===== config.mk =====
export PLATFORM = sky130hd
export DESIGN_NAME = multi_edge_pulser
export DESIGN_NICKNAME = d
export VERILOG_FILES = /design/src/rtl/multi_edge_pulser.sv
export SDC_FILE = /design/constraint.sdc
export NUM_CORES = 1
export LEC_CHECK = 0
export ABC_AREA = 0
export CAP_MARGIN = 20
export CORE_MARGIN = 5
export CORE_UTILIZATION = 57
export CTS_BUF_LIST = sky130_fd_sc_hd__clkbuf_4 sky130_fd_sc_hd__clkbuf_8
export CTS_CLUSTER_DIAMETER = 100
export DETAILED_ROUTE_END_ITERATION = 8
export GPL_ROUTABILITY_DRIVEN = 0
export GPL_TIMING_DRIVEN = 0
export PLACE_DENSITY = 0.86
export SETUP_SLACK_MARGIN = 0.2
export SYNTH_ARGS = -nofsm -noshare
export SYNTH_HDL_FRONTEND = slang
export SYNTH_SLANG_ARGS = --single-unit

===== constraint.sdc =====
create_clock -name clk -period 2.7 [get_ports clk]
set_input_delay 0.54 -clock clk [delete_from_list [all_inputs] [get_ports clk]]
set_output_delay 0.54 -clock clk [all_outputs]
set_load 0.05 [all_outputs]

===== src/rtl/multi_edge_pulser.sv =====
// multi_edge_pulser: N-channel edge detector and fixed-width pulse extender
// with per-channel edge selection, optional retrigger and saturating counters.
//
// Parameters:
//   CHANNELS    number of independent channels (1..16)
//   PULSE_EXT   output pulse width in clk cycles (>=1)
//   SYNC_STAGES synchroniser depth when MULTI_EDGE_SYNC_EN is defined (2..4)
//   RETRIGGER   0: edges during a pulse are dropped
//               1: an edge during a pulse reloads the width counter
//
// Ports:
//   clk        fabric clock
//   rst        synchronous active-high reset
//   signal_in  [CHANNELS]   input lines
//   edge_type  [2*CHANNELS] per-channel mode at [2i+1:2i]
//              00 off, 01 rising, 10 falling, 11 both
//   count_clr  synchronous clear of all event counters (wins over increment)
//   pulse_out  [CHANNELS]   registered extended pulses
//   event_cnt  [8*CHANNELS] saturating accepted-edge counters at [8i+7:8i]
//
// Build option:
//   MULTI_EDGE_SYNC_EN  defined: input stage is a SYNC_STAGES-deep
//                       synchroniser, signal_in may be asynchronous.
//                       undefined: input stage is one flop, signal_in
//                       must already be synchronous to clk.

module multi_edge_pulser #(
   parameter int CHANNELS    = 3,
   parameter int PULSE_EXT   = 6,
   parameter int SYNC_STAGES = 2,
   parameter int RETRIGGER   = 0
) (
   input  logic                  clk,
   input  logic                  rst,
   input  logic [CHANNELS-1:0]   signal_in,
   input  logic [2*CHANNELS-1:0] edge_type,
   input  logic                  count_clr,
   output logic [CHANNELS-1:0]   pulse_out,
   output logic [8*CHANNELS-1:0] event_cnt
);

   // ------------------------------------------------------------------
   // Derived sizes
   // ------------------------------------------------------------------
`ifdef MULTI_EDGE_SYNC_EN
   localparam int DEPTH = SYNC_STAGES;
`else
   localparam int DEPTH = 1;
`endif

   // Detection stays disarmed until the input stage and the history flop
   // have both been refilled from live input after reset.
   localparam int WARM_LEN = DEPTH + 1;

   // Warm-up counter is sized for the deepest synchroniser so both builds
   // share one layout.
   localparam int WW = $clog2(SYNC_STAGES + 2);
   localparam logic [WW-1:0] WARM_END = WW'(WARM_LEN);

   // Width counter; a one-cycle pulse still needs a 1-bit holder.
   localparam int CW = (PULSE_EXT > 1) ? $clog2(PULSE_EXT) : 1;
   localparam logic [CW-1:0] CNT_LOAD = CW'(PULSE_EXT - 1);

   localparam logic [7:0] EVT_MAX = 8'hFF;

   // ------------------------------------------------------------------
   // State
   // ------------------------------------------------------------------
`ifdef MULTI_EDGE_SYNC_EN
   (* altera_attribute = "-name SYNCHRONIZER_IDENTIFICATION FORCED_IF_ASYNCHRONOUS", async_reg = "true" *)
`endif
   logic [CHANNELS-1:0][DEPTH-1:0] sync_q;
   logic [CHANNELS-1:0][DEPTH-1:0] sync_d;

   logic [CHANNELS-1:0]            prev_q;
   logic [CHANNELS-1:0]            prev_d;

   logic [CHANNELS-1:0][CW-1:0]    cnt_q;
   logic [CHANNELS-1:0][CW-1:0]    cnt_d;

   logic [CHANNELS-1:0]            pulse_q;
   logic [CHANNELS-1:0]            pulse_d;

   logic [CHANNELS-1:0][7:0]       evt_q;
   logic [CHANNELS-1:0][7:0]       evt_d;

   logic [WW-1:0]                  wu_q;
   logic [WW-1:0]                  wu_d;

   // ------------------------------------------------------------------
   // Combinational intermediates
   // ------------------------------------------------------------------
   logic                           armed;
   logic [CHANNELS-1:0]            s_last;
   logic [CHANNELS-1:0]            rise;
   logic [CHANNELS-1:0]            fall;
   logic [CHANNELS-1:0]            det;
   logic [CHANNELS-1:0]            accept;

   // ------------------------------------------------------------------
   // Warm-up: counts up once after reset and then holds
   // ------------------------------------------------------------------
   always_comb begin
      wu_d = wu_q;
      if (wu_q != WARM_END) begin
         wu_d = wu_q + 1'b1;
      end
   end

   assign armed = (wu_q == WARM_END);

   // ------------------------------------------------------------------
   // Input stage and history
   // ------------------------------------------------------------------
   always_comb begin
      sync_d = sync_q;
      for (int ch = 0; ch < CHANNELS; ch++) begin
`ifdef MULTI_EDGE_SYNC_EN
         sync_d[ch] = {sync_q[ch][DEPTH-2:0], signal_in[ch]};
`else
         sync_d[ch] = signal_in[ch];
`endif
      end
   end

   always_comb begin
      s_last = '0;
      for (int ch = 0; ch < CHANNELS; ch++) begin
         s_last[ch] = sync_q[ch][DEPTH-1];
      end
   end

   assign prev_d = s_last;

   // ------------------------------------------------------------------
   // Edge detection
   // ------------------------------------------------------------------
   always_comb begin
      rise = '0;
      fall = '0;
      det  = '0;
      for (int ch = 0; ch < CHANNELS; ch++) begin
         rise[ch] = s_last[ch] & ~prev_q[ch];
         fall[ch] = ~s_last[ch] & prev_q[ch];
         det[ch]  = armed &
                    ((edge_type[2*ch]   & rise[ch]) |
                     (edge_type[2*ch+1] & fall[ch]));
      end
   end

   // ------------------------------------------------------------------
   // Pulse extender
   // ------------------------------------------------------------------
   always_comb begin
      pulse_d = pulse_q;
      cnt_d   = cnt_q;
      accept  = '0;
      for (int ch = 0; ch < CHANNELS; ch++) begin
         if (!pulse_q[ch]) begin
            if (det[ch]) begin
               pulse_d[ch] = 1'b1;
               cnt_d[ch]   = CNT_LOAD;
               accept[ch]  = 1'b1;
            end
         end else begin
            // A retriggering edge also covers the final cycle, so the
            // output never shows a gap between overlapping pulses.
            if ((RETRIGGER != 0) && det[ch]) begin
               cnt_d[ch]  = CNT_LOAD;
               accept[ch] = 1'b1;
            end else if (cnt_q[ch] != '0) begin
               cnt_d[ch] = cnt_q[ch] - 1'b1;
            end else begin
               pulse_d[ch] = 1'b0;
            end
         end
      end
   end

   // ------------------------------------------------------------------
   // Event counters
   // ------------------------------------------------------------------
   always_comb begin
      evt_d = evt_q;
      for (int ch = 0; ch < CHANNELS; ch++) begin
         if (count_clr) begin
            evt_d[ch] = '0;
         end else if (accept[ch] && (evt_q[ch] != EVT_MAX)) begin
            evt_d[ch] = evt_q[ch] + 8'd1;
         end
      end
   end

   // ------------------------------------------------------------------
   // Registers
   // ------------------------------------------------------------------
   always_ff @(posedge clk) begin
      if (rst) begin
         sync_q  <= '0;
         prev_q  <= '0;
         cnt_q   <= '0;
         pulse_q <= '0;
         evt_q   <= '0;
         wu_q    <= '0;
      end else begin
         sync_q  <= sync_d;
         prev_q  <= prev_d;
         cnt_q   <= cnt_d;
         pulse_q <= pulse_d;
         evt_q   <= evt_d;
         wu_q    <= wu_d;
      end
   end

   // ------------------------------------------------------------------
   // Outputs
   // ------------------------------------------------------------------
   assign pulse_out = pulse_q;
   assign event_cnt = evt_q;

endmodule


==> flow_metrics.env, run 1 <==
export IMPL_status="finished, final reports clean"
export IMPL_dp_final_hpwl_um=3303
export IMPL_layout_common_cells="44 x dfxtp_1, 38 x clkdlybuf4s50_1, 23 x a21oi_1, 14 x inv_1, 14 x nor2_1"
export IMPL_die_y_um=71.47
export IMPL_cp_max_fo=6
export IMPL_use_met3_pct=3.506
export IMPL_met1_usage_pct=23.62
export IMPL_wl_per_cell_um=13.63
export IMPL_async_flop_share_pct=0
export IMPL_powerDensity_nw_per_um2=489.6
export IMPL_grt_ovfl_total=0
export IMPL_ys_types=53
export IMPL_layout_cells_non_filler=336
export IMPL_finalSetupViolCount=0
export IMPL_numCtsBuffers=5
export IMPL_clock_latency_ps=300
export IMPL_fin_worst_skew_ps=6.384
export IMPL_relSlewSlack_pct=58.93
export IMPL_hold_viol_final=0
export IMPL_grt_pass1_vias=1666
export IMPL_htreeDepth=2
export IMPL_whs_ps=474.7
export IMPL_core_sq_um=3661
export IMPL_cp_top_family="buffers and inverters"
export IMPL_floorplan_initialDensity_pct=58.82
export IMPL_cts_tree="done"
export IMPL_path_cells="clkdlybuf4s50_1"
export IMPL_r2r_cells=6
export IMPL_slowest_delay_ps=850
export IMPL_clkTransAtPathRegs_ps=80
export IMPL_dr_pass1_iters=4
export IMPL_use_met2_pct=29.08
export IMPL_leakage_uw=0.0009475
export IMPL_portBuffers=38
export IMPL_hold_path_class="reg2reg"
export IMPL_tightest_slew_ps=614.9
export IMPL_path_depth=1
export IMPL_area_growth_pct=24.99
export IMPL_synth_top_area_cell="dfxtp_1"
export IMPL_postCtsSetupBuffers=0
export IMPL_worstSetupPathType="reg2out"
export IMPL_dr_first_iter_drc_count=121
export IMPL_hold_buffers=0
export IMPL_synthFlopType="dfxtp_1"
export IMPL_rsz0062_at_grt="false"
export IMPL_antennaDiodeCount=0
export IMPL_critPathLaunch="event_cnt[8]$_SDFFE_PP0P_"
export IMPL_multiInputGateArea_sq_um=1165
export IMPL_crit_path_start_kind="flip-flop"
export IMPL_ys_warn_count=0
export IMPL_root_buffer="clkbuf_8"
export IMPL_fillCellCount=271
export IMPL_synth_edff_count=0
export IMPL_clock_sinks=44
export IMPL_fmax_ghz=0.4680
export IMPL_wl_um=4580
export IMPL_setup_slack_ps=563.2
export IMPL_synthCells=242
export IMPL_grt_total_usage_pct=18.09
export IMPL_layout_min_cycle_time_ps=2137
export IMPL_hp_start="cnt_q[4]$_SDFFE_PP0P_"
export IMPL_final_layout_size_suffix_gt1_share_pct=6.944
export IMPL_yosysSeqAreaShare_pct=40.91
export IMPL_placedCellCount=328
export IMPL_via_count=1973
export IMPL_row_count=22
export IMPL_vdd_ir_drop_max_v=0.0003886
export IMPL_reg2reg_to="cnt_q[2]$_SDFFE_PP0P_"
export IMPL_dp_slack_ps=352.0
export IMPL_grt_busiest_layer="met2"
export IMPL_timing_rr_start="wu_q[0]$_SDFFE_PP0P_"
export IMPL_ys_seq_elements=44
export IMPL_avgSynthCellArea_sq_um=8.898
export IMPL_grt_max_degree=13
export IMPL_regArea_sq_um=880.8
export IMPL_io_pins=39
export IMPL_syn_num_nets=264
export IMPL_fin_util_pct=73.51
export IMPL_final_common_cell="dfxtp_1"
export IMPL_ant_nets=0
export IMPL_arrival_ps=1600
export IMPL_die_area_sq_um=5107
export IMPL_vias_per_cell=5.872
export IMPL_synthTopCellsByArea="dfxtp_1 41%, ha_1 5.8%, a21oi_1 5.3%, nand3_1 2.8%, inv_1 2.4%"
export IMPL_max_cap_violations=0
export IMPL_die_w_um=71.47
export IMPL_antenna_found_initial=0
export IMPL_slew_violations=0
export IMPL_setup_tns_final_ps=0
export IMPL_critPathSlowestCell="clkdlybuf4s50_1"
export IMPL_clk_path_buf_depth=2
export IMPL_post_cts_resized=0
export IMPL_r2r_slack_ps=710
export IMPL_fin_crit_sh_pct=79.14
export IMPL_cp_num_buf_inv=1
export IMPL_critPathCapture="event_cnt[8]"
export IMPL_grt_pass1_wl_um=7479
export IMPL_fin_nets=309
export IMPL_yosysTopAreaCellShare_pct=40.91
export IMPL_cp_required_ps=2160
export IMPL_synth_area_sq_um=2153
export IMPL_drc=0
export IMPL_crit_path_end_kind="output port"
area by class of cell:
class                           count  area share, %
Clock buffer                        8          3.626
Multi-Input combinational cell    175          43.28
Sequential cell                    44          32.73
Inverter                           16          2.232
Tap cell                           48          2.232
Timing Repair Buffer               38          14.13
Buffer                              7          1.767
layer usage:
metal,wire length [um],up-vias
met3,249,9
met5,0,-
li1,-,991
met4,92,0
met1,2108,924
met2,2129,49
report_power, final:
group	leakage [uW]	total, uW	internal, uW	switching [uW]
Clock	0.0000523	442	229	213
Combinational	0.000539	182	76.6	105
Sequential	0.000356	694	677	17.4
Total	0.000947	1320	982	336
how the worst min path moves through the flow:
stage                       endpoint  slack (ps)  depth (start not counted)
2_1_floorplan   prev_q[2]$_SDFF_PP0_         450                          1
3_3_place_gp   cnt_q[4]$_SDFFE_PP0P_         450                          2
3_5_place_dp   cnt_q[4]$_SDFFE_PP0P_         470                          2
4_1_cts        cnt_q[4]$_SDFFE_PP0P_         480                          2
5_1_grt         prev_q[2]$_SDFF_PP0_         500                          1
6_report       cnt_q[4]$_SDFFE_PP0P_         470                          2
stage by stage:
step | area (sq um) | total power, uW
after global routing | 2691 | 1383
after CTS | 2691 | 1326
final | 2691 | 1318
after global placement | 2594 | 882.2
after floorplan | 2153 | 836.8
after detailed placement | 2594 | 889.9
cell families after synthesis:
logic type                 after synthesis  share of synthesized area [%]
and+or+nand+nor                         92                          24.52
buffers and inverters                   23                          4.997
muxes                                    2                         0.9297
AOI/OAI and AO/OA                       69                          22.02
xor gates and xnor gates                 2                         0.8136
adders and majority gates               10                          5.811
DFF                                     44                          40.91
registers in the layout, indices dropped and copies added, names as in the netlist:
signal,cells
wu_q,2
prev_q,3
pulse_out,3
cnt_q,9
prev_d,3
event_cnt,24
worst register-to-register path: cells and delay by family (launching register included):
family / cells / cell delay, ps
DFF: 1 / 320
and+or+nand+nor: 1 / 200
AOI/OAI and AO/OA: 2 / 930
adders and majority gates: 1 / 320
buffers and inverters: 2 / 130
synth_stat cells (2+ instances only):
cell type	count
a2111oi_2	2
a211oi_1	3
a21boi_1	2
a21o_1	3
a21oi_1	23
a311oi_1	2
a31oi_1	3
a41o_1	2
a41oi_1	2
and3_1	7
and3b_1	2
clkbuf_1	4
clkbuf_8	2
dfxtp_1	44
ha_1	10
inv_1	14
inv_2	2
mux2i_1	2
nand2_1	9
nand2b_1	4
nand3_1	12
nand3b_1	5
nand4_1	5
nor2_1	14
nor2b_1	7
nor3_1	5
nor3b_1	2
o211a_1	2
o21ai_0	6
o21ai_1	4
o31ai_1	5
or2_2	3
or3_1	5
or4_1	6
No activity file was read; power rests on OpenSTA's default activity.
==> run 2, diff against run 1 <==
--- a/config.mk
+++ b/config.mk
@@ -8,13 +8,13 @@
 export ABC_AREA = 0
 export CAP_MARGIN = 20
 export CORE_MARGIN = 5
-export CORE_UTILIZATION = 57
+export CORE_UTILIZATION = 49
 export CTS_BUF_LIST = sky130_fd_sc_hd__clkbuf_4 sky130_fd_sc_hd__clkbuf_8
 export CTS_CLUSTER_DIAMETER = 100
 export DETAILED_ROUTE_END_ITERATION = 8
 export GPL_ROUTABILITY_DRIVEN = 0
 export GPL_TIMING_DRIVEN = 0
-export PLACE_DENSITY = 0.86
+export PLACE_DENSITY = 0.78
 export SETUP_SLACK_MARGIN = 0.2
 export SYNTH_ARGS = -nofsm -noshare
 export SYNTH_HDL_FRONTEND = slang
==> constraint.sdc (replaced) <==
create_clock -name clk -period 1.8 [get_ports clk]
set_input_delay 0.36 -clock clk [delete_from_list [all_inputs] [get_ports clk]]
set_output_delay 0.36 -clock clk [all_outputs]
set_load 0.05 [all_outputs]
==> flow_metrics.env, run 2 (synthesis results as in run 1) <==
export IMPL_clock_sinks=44
export IMPL_die_area_sq_um=5820
export IMPL_use_met3_pct=5.201
export IMPL_reg2reg_to="event_cnt[15]$_SDFFE_PP0P_"
export IMPL_final_layout_size_suffix_gt1_share_pct=35.39
export IMPL_core_sq_um=4294
export IMPL_fmax_ghz=0.6103
export IMPL_worstSetupPathType="reg2reg"
export IMPL_via_count=2065
export IMPL_setup_slack_ps=161.4
export IMPL_slowest_delay_ps=330
export IMPL_cp_required_ps=1980
export IMPL_leakage_uw=0.001154
export IMPL_hold_viol_final=0
export IMPL_placedCellCount=332
export IMPL_grt_total_usage_pct=17.87
export IMPL_area_growth_pct=42.42
export IMPL_tightest_slew_ps=637.1
export IMPL_htreeDepth=2
export IMPL_critPathCapture="event_cnt[15]$_SDFFE_PP0P_"
export IMPL_r2r_slack_ps=160
export IMPL_grt_busiest_layer="met2"
export IMPL_critPathLaunch="wu_q[0]$_SDFFE_PP0P_"
export IMPL_design_area_sq_um=3067
export IMPL_die_y_um=76.29
export IMPL_r2r_cells=8
export IMPL_io_pins=39
export IMPL_dr_first_iter_drc_count=71
export IMPL_layout_common_cells="20 x dfxtp_1, 17 x a21oi_1, 17 x dfxtp_2, 16 x buf_4, 13 x inv_1"
export IMPL_wl_per_cell_um=15.43
export IMPL_whs_ps=474.7
export IMPL_clock_latency_ps=290
export IMPL_clk_path_buf_depth=2
export IMPL_grt_pass1_vias=1909
export IMPL_row_count=24
export IMPL_status="finished, final reports clean"
export IMPL_use_met2_pct=29.97
export IMPL_powerDensity_nw_per_um2=717.7
export IMPL_relSlewSlack_pct=57.37
export IMPL_grt_ovfl_total=0
export IMPL_path_depth=8
export IMPL_grt_max_degree=13
export IMPL_cp_num_buf_inv=3
export IMPL_fin_crit_sh_pct=91.03
export IMPL_cts_tree="done"
export IMPL_crit_path_end_kind="flip-flop"
export IMPL_timing_rr_start="wu_q[0]$_SDFFE_PP0P_"
export IMPL_vdd_ir_drop_max_v=0.0004626
export IMPL_dp_final_hpwl_um=3434
export IMPL_floorplan_initialDensity_pct=50.15
export IMPL_clkTransAtPathRegs_ps=80
export IMPL_crit_path_start_kind="flip-flop"
export IMPL_finalSetupViolCount=0
export IMPL_root_buffer="clkbuf_8"
export IMPL_max_cap_violations=0
export IMPL_layout_min_cycle_time_ps=1639
export IMPL_largest_reg_flops=24
export IMPL_drc=0
export IMPL_antenna_found_initial=0
export IMPL_wl_um=5556
export IMPL_portBuffers=38
export IMPL_ant_nets=0
export IMPL_vias_per_cell=5.736
export IMPL_die_w_um=76.29
export IMPL_fin_nets=329
export IMPL_final_common_cell="dfxtp_1"
export IMPL_fin_util_pct=71.42
export IMPL_place_area_sq_um=2660
export IMPL_numCtsBuffers=5
export IMPL_fin_worst_skew_ps=1.612
export IMPL_slew_violations=0
export IMPL_arrival_ps=1820
export IMPL_antennaDiodeCount=0
export IMPL_hold_path_class="reg2reg"
export IMPL_dp_slack_ps=-364.4
export IMPL_dr_pass1_iters=4
export IMPL_layout_cells_non_filler=360
export IMPL_cp_top_family="compound AO/OA/AOI/OAI gates"
export IMPL_grt_pass1_wl_um=8756
export IMPL_critPathSlowestCell="dfxtp_2"
export IMPL_met1_usage_pct=21.63
export IMPL_rsz0062_at_grt="true"
export IMPL_cp_max_fo=5
export IMPL_path_cells="inv_2, ha_4, buf_12, nand2b_4, buf_4, a2111oi_4, and4b_1, a211oi_1"
export IMPL_hp_start="cnt_q[4]$_SDFFE_PP0P_"
==> run 2: cell types whose count changed in the layout (fill, tap and decap cells not counted), moves of 7 or more <==
| cell | previous run | this run |
|---|---|---|
| clkbuf_2 | 0 | 10 |
| dfxtp_2 | 0 | 17 |
| buf_4 | 0 | 16 |
| clkdlybuf4s15_1 | 0 | 8 |
| clkdlybuf4s50_1 | 38 | 7 |
| dfxtp_4 | 0 | 7 |
| dfxtp_1 | 44 | 20 |
==> run 2: how the worst min path moves through the flow <==
stage	endpoint	cells after the start
6_report	cnt_q[4]$_SDFFE_PP0P_	2
5_1_grt	prev_q[0]$_SDFF_PP0_	1
4_1_cts	prev_q[1]$_SDFF_PP0_	1
3_5_place_dp	prev_q[2]$_SDFF_PP0_	1
3_3_place_gp	cnt_q[4]$_SDFFE_PP0P_	2
2_1_floorplan	prev_q[2]$_SDFF_PP0_	1
==> run 2: report_power, final <==
| part | total, uW | internal, uW | switching (uW) |
|---|---|---|---|
| Sequential | 1040 | 1010 | 33.8 |
| Clock | 670 | 344 | 327 |
| Combinational | 486 | 256 | 231 |
| Total | 2200 | 1610 | 591 |
==> run 2: stage by stage <==
stage / power (uW) / TNS [ps]
finish: 2201 / 0
global route: 2319 / 0
floorplan: 1273 / 0
global placement: 1349 / -2410
detailed placement: 1362 / -2728
CTS: 2119 / 0
==> run 2: layout make-up <==
type | instances | area (sq um)
inverters | 16 | 62.56
repair buffers | 57 | 498.0
multi-input cells | 176 | 1346
well taps | 52 | 65.06
fillers | 319 | 1227
flip-flops and latches | 44 | 928.4
clock buffers | 8 | 97.59
plain buffers | 7 | 68.82
==> run 2: what timing repair did <==
action | in CTS | in global routing
hold buffers | 0 | 0
gates resized for setup | 57 | 62
pin swaps | 13 | 23
buffers inserted | 11 | 8
gates cloned | 1 | 0
setup endpoints to repair | 44 | 36
==> run 2: per-layer routing <==
metal	wire (um)	part of all wire, %
met1	2453	44
met2	2763	50
met3	269	4.8
met4	70	1.3
met5	0	0
==> run 2: worst min-delay path, delay by kind of cell, from the launching register on <==
| family | cells | cell delay [ps] |
|---|---|---|
| DFF | 1 | 320 |
| and+or+nand+nor | 1 | 60 |
| AOI/OAI and AO/OA | 1 | 60 |
==> run 3, diff against run 2 <==
--- a/config.mk
+++ b/config.mk
@@ -8,13 +8,12 @@
 export ABC_AREA = 0
 export CAP_MARGIN = 20
 export CORE_MARGIN = 5
-export CORE_UTILIZATION = 49
+export CORE_UTILIZATION = 40
 export CTS_BUF_LIST = sky130_fd_sc_hd__clkbuf_4 sky130_fd_sc_hd__clkbuf_8
 export CTS_CLUSTER_DIAMETER = 100
 export DETAILED_ROUTE_END_ITERATION = 8
 export GPL_ROUTABILITY_DRIVEN = 0
-export GPL_TIMING_DRIVEN = 0
-export PLACE_DENSITY = 0.78
+export PLACE_DENSITY = 0.66
 export SETUP_SLACK_MARGIN = 0.2
 export SYNTH_ARGS = -nofsm -noshare
 export SYNTH_HDL_FRONTEND = slang
==> flow_metrics.env, run 3 (synthesis results as in run 1) <==
export IMPL_clockPowerShare_pct=32.5
export IMPL_die_y_um=83.37
export IMPL_dr_pass1_iters=4
export IMPL_powerDensity_nw_per_um2=732.2
export IMPL_grt_pass1_vias=1830
export IMPL_worstSetupPathType="reg2reg"
export IMPL_grt_ovfl_total=0
export IMPL_status="finished, final reports clean"
export IMPL_antenna_found_initial=0
export IMPL_leakage_uw=0.001106
export IMPL_hold_path_class="reg2reg"
export IMPL_clk_path_buf_depth=2
export IMPL_hold_viol_final=0
export IMPL_multiInputGateArea_sq_um=1219
export IMPL_place_area_sq_um=2695
export IMPL_arrival_ps=1810
export IMPL_numCtsBuffers=5
export IMPL_grt_pass1_wl_um=8473
export IMPL_p_total_uw=2107
export IMPL_r2r_slack_ps=210
export IMPL_tightest_slew_ps=468.0
export IMPL_final_common_cell="buf_4"
export IMPL_fillCellCount=480
export IMPL_p_sw_uw=540.5
export IMPL_layout_common_cells="48 x buf_4, 22 x a21oi_1, 22 x dfxtp_1, 15 x dfxtp_2, 14 x nor2_1"
export IMPL_dp_final_hpwl_um=3533
export IMPL_fin_util_pct=55.64
export IMPL_wl_per_cell_um=13.15
export IMPL_cp_max_fo=6
export IMPL_fin_nets=324
export IMPL_grt_max_degree=21
export IMPL_crit_path_start_kind="flip-flop"
export IMPL_core_sq_um=5172
export IMPL_vias_per_cell=5.292
export IMPL_clock_sinks=44
export IMPL_ant_nets=0
export IMPL_dr_first_iter_drc_count=111
export IMPL_floorplan_initialDensity_pct=41.63
export IMPL_die_w_um=83.37
export IMPL_combinationalPowerShare_pct=17.9
export IMPL_final_layout_size_suffix_gt1_share_pct=32.67
export IMPL_io_pins=39
export IMPL_swShare_pct=25.65
export IMPL_fin_crit_sh_pct=88.13
export IMPL_regArea_sq_um=925.9
export IMPL_clkTransAtPathRegs_ps=80
export IMPL_layout_min_cycle_time_ps=1586
export IMPL_die_area_sq_um=6951
export IMPL_rsz0062_at_grt="true"
export IMPL_max_cap_violations=0
export IMPL_clock_latency_ps=300
export IMPL_area_growth_pct=33.64
export IMPL_htreeDepth=2
export IMPL_row_count=26
export IMPL_crit_path_end_kind="flip-flop"
export IMPL_fin_worst_skew_ps=13.26
export IMPL_slew_violations=0
export IMPL_vdd_ir_drop_max_v=0.0003478
export IMPL_pwr_share_seq_pct=49.5
export IMPL_cp_required_ps=2020
export IMPL_fmax_ghz=0.6304
export IMPL_largest_reg_flops=24
export IMPL_via_count=1974
export IMPL_wl_um=4905
export IMPL_drc=0
export IMPL_relSlewSlack_pct=68.47
export IMPL_antennaDiodeCount=0
export IMPL_intPower_uw=1567
export IMPL_cts_tree="done"
export IMPL_root_buffer="clkbuf_8"
export IMPL_design_area_sq_um=2878
export IMPL_finalSetupViolCount=0
export IMPL_grt_total_usage_pct=14.34
export IMPL_portBuffers=38
export IMPL_setup_tns_final_ps=0
run 3: worst paths after layout:
check | from | to | depth (start not counted)
worst min-delay path | cnt_q[4]$_SDFFE_PP0P_ | cnt_q[4]$_SDFFE_PP0P_ | 2
worst min register to register | cnt_q[4]$_SDFFE_PP0P_ | cnt_q[4]$_SDFFE_PP0P_ | 2
worst max-delay path | wu_q[0]$_SDFFE_PP0P_ | event_cnt[0]$_SDFFE_PP0P_ | 7
worst max register to register | wu_q[0]$_SDFFE_PP0P_ | event_cnt[0]$_SDFFE_PP0P_ | 7
run 3: cell type report:
type | count | share of cell area [%]
well taps | 70 | 3.043
inverters | 16 | 2.174
flip-flops and latches | 44 | 32.17
clock buffers | 8 | 3.609
repair buffers | 60 | 16.65
multi-input cells | 175 | 42.35
run 3: layer usage:
metal  GRT usage [%]  vias up  share of wire (%)
li1                -     1019                  -
met1           18.80      921                 48
met2           22.59       30                 46
met3           3.564        4                4.5
met4           5.498        0                1.0
met5               0        -                  0
run 3: worst max-delay path, cell delays in order, from the launching register on:
cell	delay, ps
dfxtp_2	330
inv_2	60
ha_4	170
inv_4	40
a211o_1	310
buf_6	150
or3_1	330
a21oi_1	140
run 3: per-stage QoR:
| step | hold WS, ps | cells | setup WS (ps) |
|---|---|---|---|
| final | 474.9 | 373 | 213.6 |
| after detailed placement | 462.2 | 360 | -174.5 |
| after floorplan | 445.6 | 242 | 164.5 |
| after CTS | 473.3 | 368 | 205.8 |
| after global placement | 457.4 | 360 | -144.4 |
| after global routing | 501.7 | 373 | 119.2 |
run 3: power groups by stage:
| stage | clock (uW) | combinational (uW) | sequential, uW |
|---|---|---|---|
| detailed placement | 0 | 322 | 1060 |
| finish | 686 | 378 | 1040 |
| global placement | 0 | 312 | 1060 |
| global route | 748 | 419 | 1050 |
| CTS | 713 | 326 | 1040 |
| floorplan | 0 | 206 | 1070 |
run 3: repair_timing:
item,4_1_cts,5_1_grt
pin swaps,8,9
cloned,0,0
gates resized for setup,5,11
endpoints found under the hold margin,0,0
hold buffers,0,0
setup buffers,0,5
setup endpoints to repair,4,15
